==> src/rtl/mbus_write_arbiter.sv <==
// Purpose : round-robin arbiter sharing one DDR write-controller port among DEVICE_NUM frame writers.
// Latency : wrq -> o_mbus_wsel 1 cycle; o_ctrl_wrq pulses the cycle wsel rises; grant held until busy falls.
// Backpressure: a grant is held until the controller's busy completes; other requesters wait (level wrq).
//
// Ports:
//   i_axi_aclk / i_rst        clock, asynchronous active-high reset
//   i_mbus_wrq/waddr/wdata/wready   per-requester level request, packed address, packed data, ready
//   o_mbus_wsel               one-hot grant back to requesters
//   o_ctrl_wrq/waddr/wdata/wready   request pulse, latched address, muxed data/ready to the controller
//   i_ctrl_wbusy              controller busy (burst in progress)
//   o_grant_id                index of current or last winner
//   o_timeout                 abort pulse when busy never rose after a request
// Optional: define MBUS_ARB_ACK_TIMEOUT_EN to abort a grant whose busy does not rise within ACK_TIMEOUT cycles.

module mbus_write_arbiter #(
    parameter int MEM_DQ_WIDTH    = 16,
    parameter int CTRL_ADDR_WIDTH = 28,
    parameter int BURST_LENGTH    = 8,
    parameter int DEVICE_NUM      = 4,
    parameter int ACK_TIMEOUT     = 255
) (
    input  logic                                        i_axi_aclk,
    input  logic                                        i_rst,
    input  logic [DEVICE_NUM-1:0]                       i_mbus_wrq,
    input  logic [DEVICE_NUM*CTRL_ADDR_WIDTH-1:0]       i_mbus_waddr,
    input  logic [DEVICE_NUM*MEM_DQ_WIDTH*BURST_LENGTH-1:0] i_mbus_wdata,
    input  logic [DEVICE_NUM-1:0]                       i_mbus_wready,
    output logic [DEVICE_NUM-1:0]                       o_mbus_wsel,
    output logic                                        o_ctrl_wrq,
    output logic [CTRL_ADDR_WIDTH-1:0]                  o_ctrl_waddr,
    output logic [MEM_DQ_WIDTH*BURST_LENGTH-1:0]        o_ctrl_wdata,
    output logic                                        o_ctrl_wready,
    input  logic                                        i_ctrl_wbusy,
    output logic [2:0]                                  o_grant_id,
    output logic                                        o_timeout
);

    localparam int DW  = MEM_DQ_WIDTH * BURST_LENGTH;
    localparam int CAW = CTRL_ADDR_WIDTH;

    typedef enum logic [2:0] {S_IDLE, S_REQ, S_WAIT, S_BUSY, S_GAP} state_t;

    state_t                  state, state_nxt;
    logic [2:0]              ptr;
    logic                    latch_grant;
    logic                    release_grant;

    // Round-robin pick: rotate the request vector so bit 0 is (ptr+1),
    // take the lowest set bit, then rotate the offset back.
    logic [2:0]              start;
    logic [DEVICE_NUM-1:0]   rot;
    int                      off;
    int                      sum;
    logic [2:0]              pick_id;
    logic [DEVICE_NUM-1:0]   pick_oh;
    logic [CAW-1:0]          pick_addr;

    always_comb begin
        start = (ptr >= 3'(DEVICE_NUM-1)) ? 3'd0 : ptr + 3'd1;
        rot   = DEVICE_NUM'({i_mbus_wrq, i_mbus_wrq} >> start);
        off   = 0;
        for (int j = DEVICE_NUM-1; j >= 0; j--) begin
            if (rot[j]) off = j;
        end
        sum = int'(start) + off;
        if (sum >= DEVICE_NUM) sum = sum - DEVICE_NUM;
        pick_id = 3'(sum);
        pick_oh = DEVICE_NUM'(1) << pick_id;
        pick_addr = '0;
        for (int k = 0; k < DEVICE_NUM; k++) begin
            if (pick_oh[k]) pick_addr = pick_addr | i_mbus_waddr[k*CAW +: CAW];
        end
    end

`ifdef MBUS_ARB_ACK_TIMEOUT_EN
    localparam int TW_RAW = $clog2(ACK_TIMEOUT + 1);
    localparam int TW     = (TW_RAW < 8) ? 8 : TW_RAW;
    logic [TW-1:0] tmo_cnt;
    logic          tmo_hit;
`endif

    // State register
    always_ff @(posedge i_axi_aclk or posedge i_rst) begin
        if (i_rst) state <= S_IDLE;
        else       state <= state_nxt;
    end

    // Next-state logic
    always_comb begin
        state_nxt     = state;
        latch_grant   = 1'b0;
        release_grant = 1'b0;
`ifdef MBUS_ARB_ACK_TIMEOUT_EN
        tmo_hit       = 1'b0;
`endif
        case (state)
            S_IDLE: if (|i_mbus_wrq) begin
                latch_grant = 1'b1;
                state_nxt   = S_REQ;
            end
            S_REQ:  state_nxt = S_WAIT;
            // A busy already high here (left over from a previous burst) counts as the ack.
            S_WAIT: begin
                if (i_ctrl_wbusy) begin
                    state_nxt = S_BUSY;
                end
`ifdef MBUS_ARB_ACK_TIMEOUT_EN
                else if (tmo_cnt == TW'(ACK_TIMEOUT - 1)) begin
                    tmo_hit       = 1'b1;
                    release_grant = 1'b1;
                    state_nxt     = S_GAP;
                end
`endif
            end
            S_BUSY: if (!i_ctrl_wbusy) begin
                release_grant = 1'b1;
                state_nxt     = S_GAP;
            end
            // One dead cycle so the released requester can drop wrq before re-arbitration.
            S_GAP:  state_nxt = S_IDLE;
            default: state_nxt = S_IDLE;
        endcase
    end

    // Output logic: request pulse and data mux follow the grant combinationally.
    always_comb begin
        o_ctrl_wrq    = (state == S_REQ);
        o_ctrl_wdata  = '0;
        o_ctrl_wready = 1'b0;
        for (int k = 0; k < DEVICE_NUM; k++) begin
            if (o_mbus_wsel[k]) begin
                o_ctrl_wdata  = o_ctrl_wdata | i_mbus_wdata[k*DW +: DW];
                o_ctrl_wready = o_ctrl_wready | i_mbus_wready[k];
            end
        end
    end

    // Grant registers: address is captured only at arbitration time.
    always_ff @(posedge i_axi_aclk or posedge i_rst) begin
        if (i_rst) begin
            o_mbus_wsel  <= '0;
            o_grant_id   <= 3'(DEVICE_NUM-1);
            o_ctrl_waddr <= '0;
            ptr          <= 3'(DEVICE_NUM-1);
        end else if (latch_grant) begin
            o_mbus_wsel  <= pick_oh;
            o_grant_id   <= pick_id;
            o_ctrl_waddr <= pick_addr;
        end else if (release_grant) begin
            o_mbus_wsel  <= '0;
            ptr          <= o_grant_id;
        end
    end

`ifdef MBUS_ARB_ACK_TIMEOUT_EN
    always_ff @(posedge i_axi_aclk or posedge i_rst) begin
        if (i_rst) begin
            tmo_cnt   <= '0;
            o_timeout <= 1'b0;
        end else begin
            o_timeout <= tmo_hit;
            if (state == S_WAIT) tmo_cnt <= tmo_cnt + 1'b1;
            else                 tmo_cnt <= '0;
        end
    end
`else
    assign o_timeout = 1'b0;
`endif

endmodule

==> config.mk <==
export PLATFORM = sky130hd
export DESIGN_NAME = mbus_write_arbiter
export DESIGN_NICKNAME = d
export VERILOG_FILES = /design/src/rtl/mbus_write_arbiter.sv
export SDC_FILE = /design/constraint.sdc
export NUM_CORES = 1
export LEC_CHECK = 0
export BUFFER_PORTS_ARGS = -buffer_cell sky130_fd_sc_hd__buf_2
export CAP_MARGIN = 20
export CORE_AREA = 8 8 309 311
export DETAILED_ROUTE_END_ITERATION = 10
export DIE_AREA = 0 0 317 319
export PLACE_DENSITY = 0.33
export SYNTH_ARGS = -nofsm -noshare
export SYNTH_HDL_FRONTEND = slang
export SYNTH_SLANG_ARGS = --single-unit
==> constraint.sdc <==
create_clock -name i_axi_aclk -period 4.7 [get_ports i_axi_aclk]
set_clock_uncertainty 0.15 [all_clocks]
set_input_delay 0.47 -clock i_axi_aclk [delete_from_list [all_inputs] [get_ports i_axi_aclk]]
set_output_delay 0.47 -clock i_axi_aclk [all_outputs]
set_load 0.03 [all_outputs]
== Yosys cells after proc, flatten, opt, wreduce, memory -nomap -nowiden ==
Index checks and enable logic that the tools add are counted.
Cells by class
  add/subtract/negate cells: 3
  $mul: 0
  equal/unequal tests: 6
  bitwise logic cells: 10
  div/mod/pow operators: 0
  mux-type cells: 28
  magnitude comparators: 2
  shifts and indexed selects: 2
  reduce and logical (&&, ||, !) cells: 5
Operators by type and width (number)
  2-to-1 mux 128 bit: 4
  bitwise OR 128 bit: 3
  2-to-1 mux 28 bit: 4
  bitwise OR 28 bit: 3
  2-to-1 mux 3 bit: 5
  one-hot mux 3 bit (4 select lines): 1
  2-to-1 mux 1 bit: 8
  2-to-1 mux 2 bit: 4
  2-to-1 mux 4 bit: 2
  right shift 8 x 3 -> 4 bit: 1
  == test 3 x 2 -> 1 bit, second input constant: 2
  != test 2 bit, second input constant: 3
  adder 3 x 2 -> 4 bit: 1
  >= comparator 4 x 3 -> 1 bit, second input constant: 1
  OR reduction 4 bit: 1
  left shift 1 x 3 -> 4 bit, first input constant: 1
  adder 3 x 1 -> 3 bit, second input constant: 1
  == test 3 x 1 -> 1 bit, second input constant: 1
  >= comparator 3 x 2 -> 1 bit, second input constant: 1
  logical NOT 3 bit: 1
  bitwise OR 1 bit: 3
  AND reduction 3 bit: 1
  subtractor 3 bit, second input constant: 1
  AND reduction 2 bit: 1
  other kinds (2): 2
Storage, ports and cells
  memory bits (writable): 0
  memory bits (read-only): 0
  register bits: 41
  latch bits: 0
  word-level logic and storage cells: 61
  bits of input ports: 635
  output and inout port bits: 166
  memories: 0

== Longest topological paths before layout ==
  depth after elaboration: 18
  mapped depth: 13
  mapped depth without buffers: 12

== Least setup slack after synthesis ==
No wires, ideal clock.
  path kind: reg-to-reg
  from: register ptr[0]
  to: register o_ctrl_waddr[10]
  cell stages (with the launch flop): 12
  buffers on the path: 1
  data arrival time: 3.493 ns
  path slack: 0.936 ns
  setup time: 0.121 ns
  data required time: 4.429 ns
  period minus slack after synthesis: 3.764 ns
  cells stage by stage: dfstp_2 -> ha_1 -> ha_1 -> nor3_4 -> mux2_2 -> o221ai_1 -> o22ai_1 -> ha_1 -> fa_1 -> clkbuf_1 -> mux4_2 -> a22o_1
RTL lines
  from (decl): RTL line 44  | logic [2:0] ptr;
  from (signal assigned): RTL line 144  | ptr <= 3'(DEVICE_NUM-1);
  from (signal assigned): RTL line 151  | ptr <= o_grant_id;
  to (signal assigned): RTL line 148  | o_ctrl_waddr <= pick_addr;
  to (decl): RTL line 30  | output logic [CTRL_ADDR_WIDTH-1:0] o_ctrl_waddr,

==> impl_metrics.env <==
export IMPL_status="finished, final reports clean"
export IMPL_syn_area_um2=5140
export IMPL_reg2reg_slack_ns=0.65
export IMPL_synth_ff_latch_count=41
export IMPL_hold_slack_ns=0.219
export IMPL_power_leakage_uw=0.00548
export IMPL_arrival_ns=4.08
export IMPL_ctsHoldBuffers=0
export IMPL_worstSetupEndpoint="o_ctrl_waddr[8]"
export IMPL_ant_nets=0
export IMPL_dieHeight_um=319
export IMPL_fin_crit_ns=4.05
export IMPL_coreArea_um2=90700
export IMPL_die_area_um2=101000
export IMPL_path_clk_slew_ns=0.06
export IMPL_wl_um=73600
export IMPL_crit_start="ptr[2]"
export IMPL_grt_max_degree=56
export IMPL_hold_viol_final=0
export IMPL_powerDensity_nw_per_um2=714
export IMPL_r2r_start="ptr[2]"
export IMPL_clockBufferDepth=2
export IMPL_setup_tns_ns=0
export IMPL_multi_input_area_um2=3790
export IMPL_drc_errors=0
export IMPL_hp_class="in -> async"
export IMPL_numPortBuffers=799
export IMPL_tritoncts="built"
export IMPL_wl_per_cell_um=28.5
export IMPL_nFillCells=10700
export IMPL_slew_viol_final=0
export IMPL_place_congestion=0.859
export IMPL_synthArstFlopShare_pct=100
export IMPL_synth_edf_count=0
export IMPL_overflow=0
export IMPL_postCtsSetupBuffers=0
export IMPL_nets=2019
export IMPL_rows=111
export IMPL_cts_max_level=2
export IMPL_ir_worst_vdd_uv=801
export IMPL_numCtsBuffers=5
export IMPL_cts_resized=0
export IMPL_crit_required_ns=4.73
export IMPL_seqCellArea_um2=1050
export IMPL_drtIter0Drc=545
export IMPL_worst_slack_ns=0.653
export IMPL_drt_pre_antenna_iters=5
export IMPL_hpwl_um=66700
export IMPL_synth_cells=627
export IMPL_synth_distinct_cells=42
export IMPL_start_kind="flip-flop"
export IMPL_insertion_delay_ns=0.29
export IMPL_rsz0062_at_grt="false"
export IMPL_cts_sinks=41
export IMPL_ys_seq_area_share_pct=20.1
export IMPL_max_freq_ghz=0.247
export IMPL_worst_slew_pin_slew_ns=0.949
export IMPL_antenna_found_initial=66
export IMPL_setup_viol=0
export IMPL_ioPinCount=801
export IMPL_syn2layout_area_growth_pct=108
export IMPL_grt_use_total_pct=13.5
export IMPL_clockRootBuffer="clkbuf_16"
export IMPL_post_place_ws_ns=0.700
export IMPL_slew_headroom_pct=36.7
export IMPL_die_w_um=317
export IMPL_fin_crit_sh_pct=86.1
export IMPL_syn_nets=1267
export IMPL_grt_pass1_vias=9625
export IMPL_r2r_end="o_ctrl_waddr[8]"
export IMPL_critPathMaxFanout=31
export IMPL_critPathKind="reg -> reg"
export IMPL_yosys_warnings=0
export IMPL_grt_pass1_wl_um=92300
export IMPL_vias_per_cell=3.52
export IMPL_syn_avg_cell_area_um2=8.20
export IMPL_start_util_pct=5.67
export IMPL_yosys_most_used_dff="dfrtp_1"
export IMPL_rr_worst_depth=11
export IMPL_cap_violations=0
export IMPL_worstSetupEndpointType="flip-flop"
export IMPL_layout_drive_gt1_share_pct=63.0
export IMPL_via_count=9092
==> cell usage after synthesis, drive strengths merged, types with 2 or more instances <==
cell	n	area (um2)
o31a	2	17.5
nand3	2	10.0
a21oi	3	15.0
a221o	2	20.0
buf	14	80.1
clkbuf	56	210
nor3b	2	15.0
dfstp	4	105
mux4	28	631
nor3	4	31.3
a32o	4	40.0
and4bb	2	28.8
dfrtp	37	926
inv	7	26.3
a22o	27	236
mux2	3	33.8
a22oi	260	1950
o21ai	5	25.0
nor2	4	22.5
nand2	142	533
ha	4	50.1
==> power breakdown <==
group | total, uW | internal, uW | switching [uW]
clock | 348 | 195 | 153
sequential | 853 | 538 | 314
combinational | 6440 | 2300 | 4140
total | 7650 | 3040 | 4610
==> sequential cells by signal, summed over array words and instances (netlist names) <==
signal	count
o_ctrl_waddr	28
o_grant_id	3
o_mbus_wsel	4
ptr	3
state	3
==> per-stage QoR <==
stage                     total power [uW]  cell area, um2  utilization, %  instances
after floorplan                       4940            5140               -        627
after global placement                7480           10500            11.6       2558
after detailed placement              7490           10500            11.6       2558
after CTS                             7860           10700            11.8       2566
after global routing                  8170           10700            11.8       2571
final                                 7650           10700            11.8       2582
==> routing by layer <==
metal / wire (um) / vias to the layer above / GRT usage, %
met1: 28400 / 4212 / 15.4
met3: 7580 / 122 / 4.96
met4: 1570 / 36 / 1.98
met2: 35900 / 655 / 24.2
met5: 217 / - / 0
li1: - / 4067 / -
==> logic make-up (layout without fill, tap and decap cells) <==
family / Yosys count / in the layout / synth area share, %
fa+ha+maj: 5 / 5 / 1.36
mux: 31 / 31 / 12.9
simple gates: 162 / 162 / 13.2
buf+inv: 77 / 830 / 6.16
flops: 41 / 41 / 20.1
compound gates: 310 / 310 / 46.2
other cells: 1 / 17 / 0.0730
==> layout make-up <==
type | count | share of cell area, %
Clock inverter | 3 | 0.164
Sequential cell | 41 | 9.77
Antenna cell | 16 | 0.374
Clock buffer | 5 | 1.17
Inverter | 7 | 0.245
Timing Repair Buffer | 815 | 39.0
Multi-Input combinational cell | 509 | 35.5
Tap cell | 1186 | 13.9
==> critical path: stages, from the launching register on <==
cell and delay, ns:
dfrtp_1 0.52, inv_1 0.10, ha_1 0.31, nor3_4 0.35, mux2_2 0.40, o221ai_1 0.21
o22ai_1 0.13, ha_2 0.22, fa_1 0.55, buf_4 0.38, mux4_2 0.38, a22o_1 0.20
==> placed cells by master (no fill, tap or decap), drive strengths merged <==
cell type,instances
buf,815
nor3b,2
nor3,4
mux4,28
a222oi,1
nand2,142
nor2,4
a22oi,260
or4,1
a21o,1
a211o,1
clkbuf,5
ha,4
diode,16
a32o,4
fa,1
nor4,1
mux2,3
and4bb,2
clkinvlp,1
or3,1
and2,1
o21ai,5
nand2b,1
dfstp,4
a221o,2
clkinv,2
o21a,1
a211oi,1
and3,1
o221ai,1
conb,1
a22o,27
o31a,2
o22ai,1
nand3,2
a21oi,3
inv,7
dfrtp,37
==> worst min-delay path by stage <==
stage,startpoint,to,slack (ns)
finish,i_rst,state[2],0.22
global route,i_ctrl_wbusy,state[0],0.29
CTS,i_rst,state[2],0.26
detailed placement,o_ctrl_waddr[16],o_ctrl_waddr[16],0.34
global placement,ptr[1],ptr[1],0.34
floorplan,state[2],state[0],0.30
Note: power is estimated with default switching activity, not from simulation.
